[src/rtl/neo_frame_sequencer.sv]
// Frame sequencer in front of a NeoPixel strand controller: double-buffered frame store,
// load/send handshake, periodic refresh. Define NEO_SEQ_DIRTY_SKIP_EN to skip refreshes of unchanged frames.
module neo_frame_sequencer #(
    parameter int NUM_PIXELS     = 5,
    parameter int REFRESH_CYCLES = 100000
) (
    input  logic        clock,
    input  logic        reset,
    input  logic        wr_en,
    input  logic [2:0]  wr_pixel,
    input  logic [1:0]  wr_color,
    input  logic [7:0]  wr_level,
    input  logic        frame_go,
    input  logic        auto_en,
    input  logic        ready_to_load,
    input  logic        ready_to_send,
    output logic        load_color,
    output logic        send_it,
    output logic [2:0]  pixel_index,
    output logic [1:0]  color_index,
    output logic [7:0]  color_level,
    output logic        busy,
    output logic        frame_done,
    output logic [15:0] frame_count
);
    localparam int TW = (REFRESH_CYCLES > 2) ? $clog2(REFRESH_CYCLES) : 1;
    localparam logic [TW-1:0] T_LAST = TW'(REFRESH_CYCLES - 1);
    localparam logic [4:0] PTR_LAST = 5'(3 * NUM_PIXELS - 1);

    typedef enum logic [2:0] {S_IDLE, S_LOAD, S_SEND, S_WAIT_LO, S_WAIT_HI} state_t;

    state_t        r_state;
    state_t        w_next;
    logic [7:0]    r_back  [NUM_PIXELS][3];
    logic [7:0]    r_front [NUM_PIXELS][3];
    logic [4:0]    r_ptr;
    logic [TW-1:0] r_timer;
    logic          r_pending;
    logic          r_frame_done;
    logic [15:0]   r_frame_count;
    logic          w_wr_ok;
    logic          w_tick;
    logic          w_start;
    logic          w_load;
    logic          w_req;
    logic          w_finish;
    logic [2:0]    w_pix;
    logic [1:0]    w_col;

    assign w_wr_ok  = wr_en && (wr_color != 2'd3) && (int'(wr_pixel) < NUM_PIXELS);
    assign w_tick   = auto_en && (r_timer == T_LAST);
    assign w_start  = (r_state == S_IDLE) && r_pending && ready_to_load;
    assign w_load   = (r_state == S_LOAD) && ready_to_load;
    assign w_finish = (r_state == S_WAIT_HI) && ready_to_load && ready_to_send;
    assign w_pix    = 3'(r_ptr / 5'd3);
    assign w_col    = 2'(r_ptr % 5'd3);

`ifdef NEO_SEQ_DIRTY_SKIP_EN
    logic r_dirty;

    // Refresh ticks only matter when the host changed something since the last snapshot.
    assign w_req = frame_go || (w_tick && r_dirty);

    always_ff @(posedge clock) begin
        if (reset) begin
            r_dirty <= 1'b0;
        end else if (w_wr_ok) begin
            r_dirty <= 1'b1;
        end else if (w_start) begin
            r_dirty <= 1'b0;
        end
    end
`else
    assign w_req = frame_go || w_tick;
`endif

    always_ff @(posedge clock) begin
        if (reset) begin
            r_state       <= S_IDLE;
            r_ptr         <= '0;
            r_timer       <= '0;
            r_pending     <= 1'b0;
            r_frame_done  <= 1'b0;
            r_frame_count <= '0;
            for (int p = 0; p < NUM_PIXELS; p++) begin
                for (int c = 0; c < 3; c++) begin
                    r_back[p][c]  <= '0;
                    r_front[p][c] <= '0;
                end
            end
        end else begin
            r_state <= w_next;
            if (w_wr_ok) begin
                r_back[wr_pixel][wr_color] <= wr_level;
            end
            // Snapshot reads the pre-edge back buffer, so a same-cycle write waits for the next frame.
            if (w_start) begin
                r_front <= r_back;
            end
            if (w_start) begin
                r_ptr <= '0;
            end else if (w_load) begin
                r_ptr <= r_ptr + 5'd1;
            end
            if (!auto_en || w_tick) begin
                r_timer <= '0;
            end else begin
                r_timer <= r_timer + 1'b1;
            end
            if (w_req) begin
                r_pending <= 1'b1;
            end else if (w_start) begin
                r_pending <= 1'b0;
            end
            r_frame_done <= w_finish;
            if (w_finish) begin
                r_frame_count <= r_frame_count + 16'd1;
            end
        end
    end

    always_comb begin
        w_next      = r_state;
        load_color  = 1'b0;
        send_it     = 1'b0;
        pixel_index = '0;
        color_index = '0;
        color_level = '0;
        case (r_state)
            S_IDLE: begin
                if (w_start) w_next = S_LOAD;
            end
            S_LOAD: begin
                load_color  = ready_to_load;
                pixel_index = w_pix;
                color_index = w_col;
                color_level = r_front[w_pix][w_col];
                if (w_load && (r_ptr == PTR_LAST)) w_next = S_SEND;
            end
            S_SEND: begin
                send_it = ready_to_send;
                if (ready_to_send) w_next = S_WAIT_LO;
            end
            S_WAIT_LO: begin
                if (!ready_to_send) w_next = S_WAIT_HI;
            end
            S_WAIT_HI: begin
                if (w_finish) w_next = S_IDLE;
            end
            default: w_next = S_IDLE;
        endcase
    end

    assign busy        = (r_state != S_IDLE);
    assign frame_done  = r_frame_done;
    assign frame_count = r_frame_count;

endmodule

[config.mk]
export PLATFORM = sky130hd
export DESIGN_NAME = neo_frame_sequencer
export DESIGN_NICKNAME = d
export VERILOG_FILES = /design/src/rtl/neo_frame_sequencer.sv
export SDC_FILE = /design/constraint.sdc
export NUM_CORES = 1
export LEC_CHECK = 0
export ABC_AREA = 1
export CAP_MARGIN = 20
export CORE_MARGIN = 1
export CORE_UTILIZATION = 55
export CTS_CLUSTER_SIZE = 30
export DETAILED_ROUTE_END_ITERATION = 6
export PLACE_DENSITY_LB_ADDON = 0.1
export SYNTH_ARGS = -nofsm -noshare
export SYNTH_HDL_FRONTEND = slang
export SYNTH_SLANG_ARGS = --single-unit
[constraint.sdc]
create_clock -name clock -period 4.7 [get_ports clock]
set_clock_uncertainty 0.2 [all_clocks]
set_input_delay 0.705 -clock clock [delete_from_list [all_inputs] [get_ports clock]]
set_output_delay 0.705 -clock clock [all_outputs]
set_load 0.005 [all_outputs]
## After elaboration in Yosys (flattened, before gate mapping)

Index checks and enable logic that the tools add are counted.
W data, S select, Z words.

- Reductions and logical operators: 20
- Div/mod/pow operators: 2
- $add $sub $neg: 3
- Bitwise operators: 4
- $lt $le $gt $ge: 7
- Multiplexer cells: 24
- Equality and inequality tests: 12

Operators by type and width:

| operator | count |
|---|---|
| $bwmux W120 | 1 |
| $bmux W24 S3 | 1 |
| $demux W24 S3 | 1 |
| $mux W24 | 3 |
| $mux W8 | 4 |
| $mux W3 | 6 |
| $add A17 B1 Y17 const B | 1 |
| $eq A17 B17 Y1 const B | 1 |
| $add A16 B1 Y16 const B | 1 |
| $bmux W8 S2 | 1 |
| $demux W8 S2 | 1 |
| $pmux W3 S5 | 1 |
| $logic_and A1 B1 Y1 | 11 |
| $ne A2 B2 Y1 const B | 5 |
| $ge A4 B4 Y1 const B | 2 |
| $not A3 Y4 | 2 |
| $eq A3 B2 Y1 const B | 2 |
| $ge A3 B3 Y1 const B | 2 |
| $not A2 Y3 | 2 |
| $add A5 B1 Y5 const B | 1 |
| $div A5 B2 Y5 const B | 1 |
| $eq A5 B4 Y1 const B | 1 |
| $mod A5 B2 Y5 const B | 1 |
| $reduce_and A5 Y1 | 1 |
| other kinds (14) | 19 |

- Output and inout bits: 33
- Input port bits: 20
- Word-level logic and storage cells: 108
- Register bits after elaboration: 283

## Depth between registers and ports, before layout

Gate-level depths: netlist of the first run.

- Depth in word-level cells: 9
- Depth in mapped cells: 23
- Depth with buffers taken out: 21

## Worst setup path before layout of the first run

Ideal clock, no wire load.

- Kind: register to output
- Start: register r_ptr[0]
- End: output color_level[6]
- Required time: 3.795 ns
- Path slack: 1.451 ns
- Arrival time: 2.344 ns
- Buffers on the path: 1
- Stages on the path, launching flop included: 18
- Cell sequence: dfxtp_1 -> inv_1 -> ha_1 -> nand2_2 -> nand4_1 -> nand2_1 -> inv_1 -> ha_1 -> inv_1 -> nand2_1 -> inv_2 -> nand3_2 -> buf_6 -> nand2_1 -> nand3_1 -> a211oi_1 -> nand2_1 -> nand2_1

- Longest elaborated chain between the ends: 9
- Elaborated cells between the ends (all ways): 11
- Classes of those cells: div: 2; mux: 7; bitwise: 2

RTL lines:

| item | RTL line | RTL |
|---|---|---|
| start, declared | 36 | `logic [4:0] r_ptr;` |
| start signal, assigned | 103 | `r_ptr <= r_ptr + 5'd1;` |
| $div A5 B2 Y5 | 55 | `assign w_pix = 3'(r_ptr / 5'd3);` |
| $not A3 Y4 (not written as such) | 137 | `color_level = r_front[w_pix][w_col];` |
| $bmux W24 S3 | 137 |  |
| $mux W24 (not written as such) (2 in a row) | 137 |  |
| $bmux W8 S2 (*) | 137 |  |
| $mux W8 (not written as such) (*) (2 in a row) | 137 |  |
| $mux W8 (*) | 129 | `case (r_state)` |
| end, declared | 21 | `output logic [7:0] color_level,` |

Mark *: on every way between the ends. The rest lies on a longest branch, timed or not. The select of a mux whose other input is x is not followed.

## Worst setup path after layout of the first run

- Start: register r_ptr[0]
- End: output color_level[3]

Same word-level chain as after synthesis.

==> results of run 1 <==
==> registers in the layout, summed over array words and instances (netlist names) <==
name         flops
r_pending        1
r_back         120
r_state          3
frame_done       1
frame_count     16
r_timer         17
r_front        120
r_ptr            5
==> timing repair <==
action	4_1_cts	5_1_grt
setup buffers	1	2
gates cloned	2	1
pin swaps	2	3
resized for setup	7	15
setup endpoints to repair	6	8
hold buffers	0	0
==> critical path, delay by kind of cell, from the launching register on <==
kind	cells	cell delay (ps)
AO/OA/AOI/OAI	2	230
adder cells (fa/ha/maj)	2	400
buffers and inverters	7	1260
flip-flops	1	380
AND/OR/NAND/NOR	9	880
==> cell families after synthesis <==
| logic type | Yosys count | share of synthesized area (%) |
|---|---|---|
| adder cells (fa/ha/maj) | 7 | 0.732 |
| AO/OA/AOI/OAI | 326 | 13.9 |
| XOR/XNOR | 7 | 0.512 |
| buffers and inverters | 214 | 6.92 |
| AND/OR/NAND/NOR | 879 | 30.6 |
| flip-flops | 283 | 47.3 |
==> how the worst max path moves through the flow <==
| stage | end | startpoint | depth (start not counted) |
|---|---|---|---|
| 3_3_place_gp | color_level[2] | r_ptr[0]$_SDFFE_PP0P_ | 16 |
| 4_1_cts | color_level[7] | r_ptr[3]$_SDFFE_PP0P_ | 21 |
| 3_5_place_dp | color_level[1] | r_ptr[0]$_SDFFE_PP0P_ | 16 |
| 5_1_grt | color_level[3] | r_ptr[0]$_SDFFE_PP0P_ | 18 |
| 6_report | color_level[3] | r_ptr[0]$_SDFFE_PP0P_ | 20 |
| 2_1_floorplan | color_level[6] | r_ptr[0]$_SDFFE_PP0P_ | 17 |
==> routing by layer <==
layer | global-route usage [%] | up-vias | part of all wire, %
met4 | 5.56 | 0 | 1.4
li1 | - | 5587 | -
met5 | 0 | - | 0
met1 | 45.0 | 5308 | 46
met3 | 4.45 | 45 | 8.4
met2 | 47.7 | 455 | 45
==> placed cells by master, fill, tap and decap left out, drive strengths merged, types with 3 or more instances in the layout <==
cell,instances
nand4,47
buf,25
nand2,377
clkbuf,45
nor4,5
a21oi,168
bufinv,3
xor2,6
o21ai,151
nand3,94
ha,7
o21a,3
nor2,323
clkdlybuf4s50,51
clkinv,7
inv,119
dfxtp,283
nor3,26
==> power breakdown <==
group / switching, mW / internal (mW) / leakage [nW]
logic: 0.474 / 0.202 / 2.57
registers: 0.0311 / 2.46 / 2.29
clock network: 0.920 / 1.35 / 0.451
total: 1.43 / 4.00 / 5.31
==> final cells by class <==
type	count	area (sq um)
Fill cell	1928	7400
Tap cell	275	344
Clock buffer	44	812
Timing Repair Buffer	78	833
Multi-Input combinational cell	1219	5510
Clock inverter	7	110
Inverter	122	467
Sequential cell	283	5670
==> qor.yml, run 1 <==
numClockSinks: 283
syn_area_sq_um: 12000
synth.net_count: 1743
critPathRequiredTime_ps: 3800
worstReg2RegStart: "r_state[2]$_SDFFE_PP0P_"
rrSetupSlack_ps: 2090
maxSlewViolCount: 0
antenna_found_initial: 0
dpl_cell_area_sq_um: 12700
ir_drop_v: 0.000286
worstRegToRegCells: 11
finalWorstSetupSlack_ps: 99.2
grt_pass1_wl_microns: 54200
yosysMostFrequentCell: "nand2_1"
clkSlewWorstSetupHoldPaths_ps: 60
synthTopCellsByArea: "dfxtp_1 47%, nand2_1 12%, nor2_1 10%"
synth_area_per_cell_sq_um: 6.98
min_from: "r_back[1]$_SDFFE_PP0P_"
gr-total-overflow: 0
cts_tree: "built"
synth_top_cell_area_share_pct: 47.3
period_share_pct: 97.9
slowest_delay_ps: 560
slowest_stage: "clkdlybuf4s50_1"
rsz0062_at_grt: "yes"
placedCellCount: 1971
synthArstFlopShare_pct: 0
vias: 11395
hold_viol: 0
arrival_ps: 3700
slew-limit-headroom_pct: 22.2
crit_type: "reg2out"
grt_usage_pct: 30.6
p_per_area_nw_per_um2: 395
utilization_pct: 65.0
nNetsFinal: 1760
cap_violations: 0
max_freq_mhz: 217
row_count: 53
design.core.area_sq_um: 21200
syn2layout_area_growth_pct: 14.9
dieArea_sq_um: 22400
worstPathCellList: "inv_2, ha_1, nand2_2, nand4_1, nand2_1, inv_2, ha_1, inv_1, nand2_1, inv_4, bufbuf_16, nand3_1, nand2_1, inv_1, nand2_1, nand2_1, nand2_1, a21oi_1, a21oi_1, clkdlybuf4s50_1"
wl_microns: 34000
insertion_delay_ps: 540
path_common_cell: "nand2_1"
p_leak_nw: 5.31
port_buffers: 52
worst_slew_pin_slew_ps: 1160
p_total_mw: 5.43
hold_ws_ps: 250
die_w_microns: 150
ys_ff_latch: 283
finalInstanceArea_sq_um: 13800
gp_congestion: 0.888
dp_slack_ps: 443
synthTopCellsByCount: "370 x nand2_1, 321 x nor2_1, 283 x dfxtp_1"
dieHeight_microns: 150
synth.distinct_cells: 38
cts_buffers: 29
io_pins: 53
holdPathStages: 2
synth_warnings: 0
drive_gt1_share_pct: 5.99
start_util_pct: 56.6
cts_root_buf: "clkbuf_16"
ys.flop_type: "dfxtp_1"
r2r_end: "frame_count[15]$_SDFFE_PP0P_"
grt_pass1_vias: 10085
syn_inst: 1716
drc: 0
viasPerCell: 5.62
startpoint_type: "register"
fin_tns_setup_ps: 0
htreeDepth: 1
clockBufferDepth: 3
whs_endpoint: "r_front[1]$_SDFFE_PP0P_"
drt_iter0_markers: 1125
finalNonFillerCells: 2028
dp_hpwl_microns: 20500
min_period_ps: 4600
drt_pass1_iterations: 5
setup_viol: 0
status: "finished, final reports clean"
n_antenna_cell: 0
grt_start_max_net_pins: 142
synth_area_leader_cell: "dfxtp_1"
wl_per_cell_microns: 16.8
synth_edf_count: 0
crit_fanout: 25
setup.worst_path.end_class: "primary output"
final_antenna_net_count: 0
yosysSeqAreaShare_pct: 47.3
hp-class: "reg2reg"
(Power assumes the default switching activity.)
==> inputs of run 2 (changes only) <==
Settings changed: CORE_UTILIZATION 55 to 35.
Clock period 4.7 ns to 4.9 ns, I/O delays scaled along.
==> qor.yml, run 2 (synthesized netlist as in run 1, its figures left out) <==
status: "finished, final reports clean"
startpoint: "r_ptr[0]$_SDFFE_PP0P_"
design.core.area_sq_um: 33600  # +59%
wl_microns: 38400  # +13%
finalNonFillerCells: 2220  # +9.5%
cts_buffers: 34  # +17%
wl_per_cell_microns: 17.3  # +3.2%
maxSlewViolCount: 0  # unchanged
r2r_end: "r_state[0]$_SDFFE_PP0P_"
grt_pass1_vias: 10238  # +1.5%
cts_root_buf: "clkbuf_16"
io_pins: 53  # unchanged
nNetsFinal: 1776  # +0.91%
holdPathStages: 1  # -1
drt_iter0_markers: 987  # -12%
die_w_microns: 187  # +25%
setup.worst_path.end_class: "primary output"
critPathCapture: "color_level[4]"
p_total_mw: 5.61  # +3.3%
drive_gt1_share_pct: 6.94  # +0.95 points
clockBufferDepth: 3  # unchanged
cts_tree: "built"
drc: 0  # unchanged
clkSlewWorstSetupHoldPaths_ps: 60  # about the same
rrSetupSlack_ps: 2140  # +50 ps
worstReg2RegStart: "r_state[0]$_SDFFE_PP0P_"
fin_tns_setup_ps: 0  # unchanged
syn2layout_area_growth_pct: 18.8
period_share_pct: 95.4
startpoint_type: "register"
grt_pass1_wl_microns: 59900  # +10%
insertion_delay_ps: 510  # -30 ps
htreeDepth: 2  # +1
ir_drop_v: 0.000234  # -18%
numClockSinks: 283  # unchanged
multi_input_area_sq_um: 5510  # -0.16%
start_util_pct: 35.6  # -21 points
vias: 11130  # -2.3%
p_leak_nw: 5.49  # +3.4%
ff_latch_area_sq_um: 5670  # about the same
mostFrequentLayoutCells: "370 x nand2_1, 321 x nor2_1, 281 x dfxtp_1"
slew-limit-headroom_pct: 26.9  # +4.6 points
placedCellCount: 2152  # +9.2%
cap_violations: 0  # unchanged
antenna_found_initial: 0  # unchanged
fillCellCount: 3507  # +82%
setup_viol: 0  # unchanged
gr-total-overflow: 0  # unchanged
final_antenna_net_count: 0  # unchanged
grt_start_max_net_pins: 87  # -39%
grt_usage_pct: 21.6  # -9.0 points
reg.largest.list: "r_back x120, r_front x120, r_timer x17"
rsz0062_at_grt: "no"
hold_viol: 0  # unchanged
hold_buffers: 0  # unchanged
crit_fanout: 25  # unchanged
critPathRequiredTime_ps: 3960  # +160 ps
min_period_ps: 4680
crit_type: "reg2out"
dieHeight_microns: 187  # +25%
worst_slew_pin_slew_ps: 1090  # -69.4 ps
gp_congestion: 0.843  # -5.1%
port_buffers: 52  # unchanged
max_freq_mhz: 214
worstRegToRegCells: 10  # -1
dieArea_sq_um: 34900  # +56%
final_common_cell: "nand2_1"
hp-class: "reg2reg"
dp_hpwl_microns: 23500  # +14%
drt_pass1_iterations: 6  # +1
hold_ws_ps: 247  # -2.97 ps
viasPerCell: 5.01  # -11%
arrival_ps: 3740  # +40 ps
n_antenna_cell: 0  # unchanged
row_count: 67  # +26%
p_per_area_nw_per_um2: 394  # -0.19%
==> run 2: cell count changes in the layout (fill, tap and decap cells not counted), moves of 4 or more <==
cell,before,now
clkbuf_16,30,36
buf_4,18,30
clkbuf_8,3,7
clkbuf_1,12,7
==> run 2: cell type report <==
cell class / count / area share (%)
multi-input cells: 1219 / 38.7
inverters: 122 / 3.28
clock buffers: 49 / 7.02
repair buffers: 89 / 6.32
clock inverters: 10 / 0.906
flip-flops and latches: 283 / 39.8
well taps: 448 / 3.94
==> run 2: how the worst min path moves through the flow <==
stage	startpoint	end
finish	r_timer[0]$_SDFF_PP0_	r_timer[0]$_SDFF_PP0_
global route	r_timer[0]$_SDFF_PP0_	r_timer[0]$_SDFF_PP0_
CTS	r_timer[0]$_SDFF_PP0_	r_timer[0]$_SDFF_PP0_
detailed placement	r_timer[0]$_SDFF_PP0_	r_timer[0]$_SDFF_PP0_
global placement	r_timer[0]$_SDFF_PP0_	r_timer[0]$_SDFF_PP0_
floorplan	r_timer[0]$_SDFF_PP0_	r_timer[0]$_SDFF_PP0_
==> run 2: worst max-delay path, stage by stage, from the launching register on <==
cell and delay [ps]:
dfxtp_2 370, inv_1 120, ha_1 240, nand2_2 110, nand4_1 160, nand2_1 140
inv_2 60, ha_1 180, inv_1 50, nand2_1 80, clkinv_4 80, buf_4 160
buf_16 190, nand3_1 90, nand2_1 90, inv_1 40, nand2_1 50, nand2_1 60
nand2_1 110, a21oi_1 80, a21oi_1 200, clkdlybuf4s50_1 550
==> run 2: per-layer routing <==
layer / vias to the layer above / share of wire [%] / global-route usage, %
met5: - / 0 / 0
met4: 0 / 1.2 / 4.35
met1: 5217 / 50 / 32.7
li1: 5638 / - / -
met3: 38 / 4.9 / 3.02
met2: 237 / 43 / 32.5
==> run 2: repair_timing <==
item,in CTS,in global routing
endpoints found under the setup margin,8,8
pin swaps,1,1
cloned,1,1
setup buffers,1,5
resized for setup,1,15
==> run 2: power by group <==
| group | switching, mW | internal, mW | total [mW] |
|---|---|---|---|
| Clock | 0.986 | 1.57 | 2.56 |
| Sequential | 0.0292 | 2.36 | 2.39 |
| Combinational | 0.469 | 0.194 | 0.663 |
==> run 2: stage by stage <==
stage,setup WS (ps),utilization [%],instance area (sq um)
2_1_floorplan,1620,-,12000
3_3_place_gp,413,38.5,12900
3_5_place_dp,353,38.5,12900
4_1_cts,36.8,42.0,14100
5_1_grt,26.1,42.3,14200
6_report,224,42.3,14200
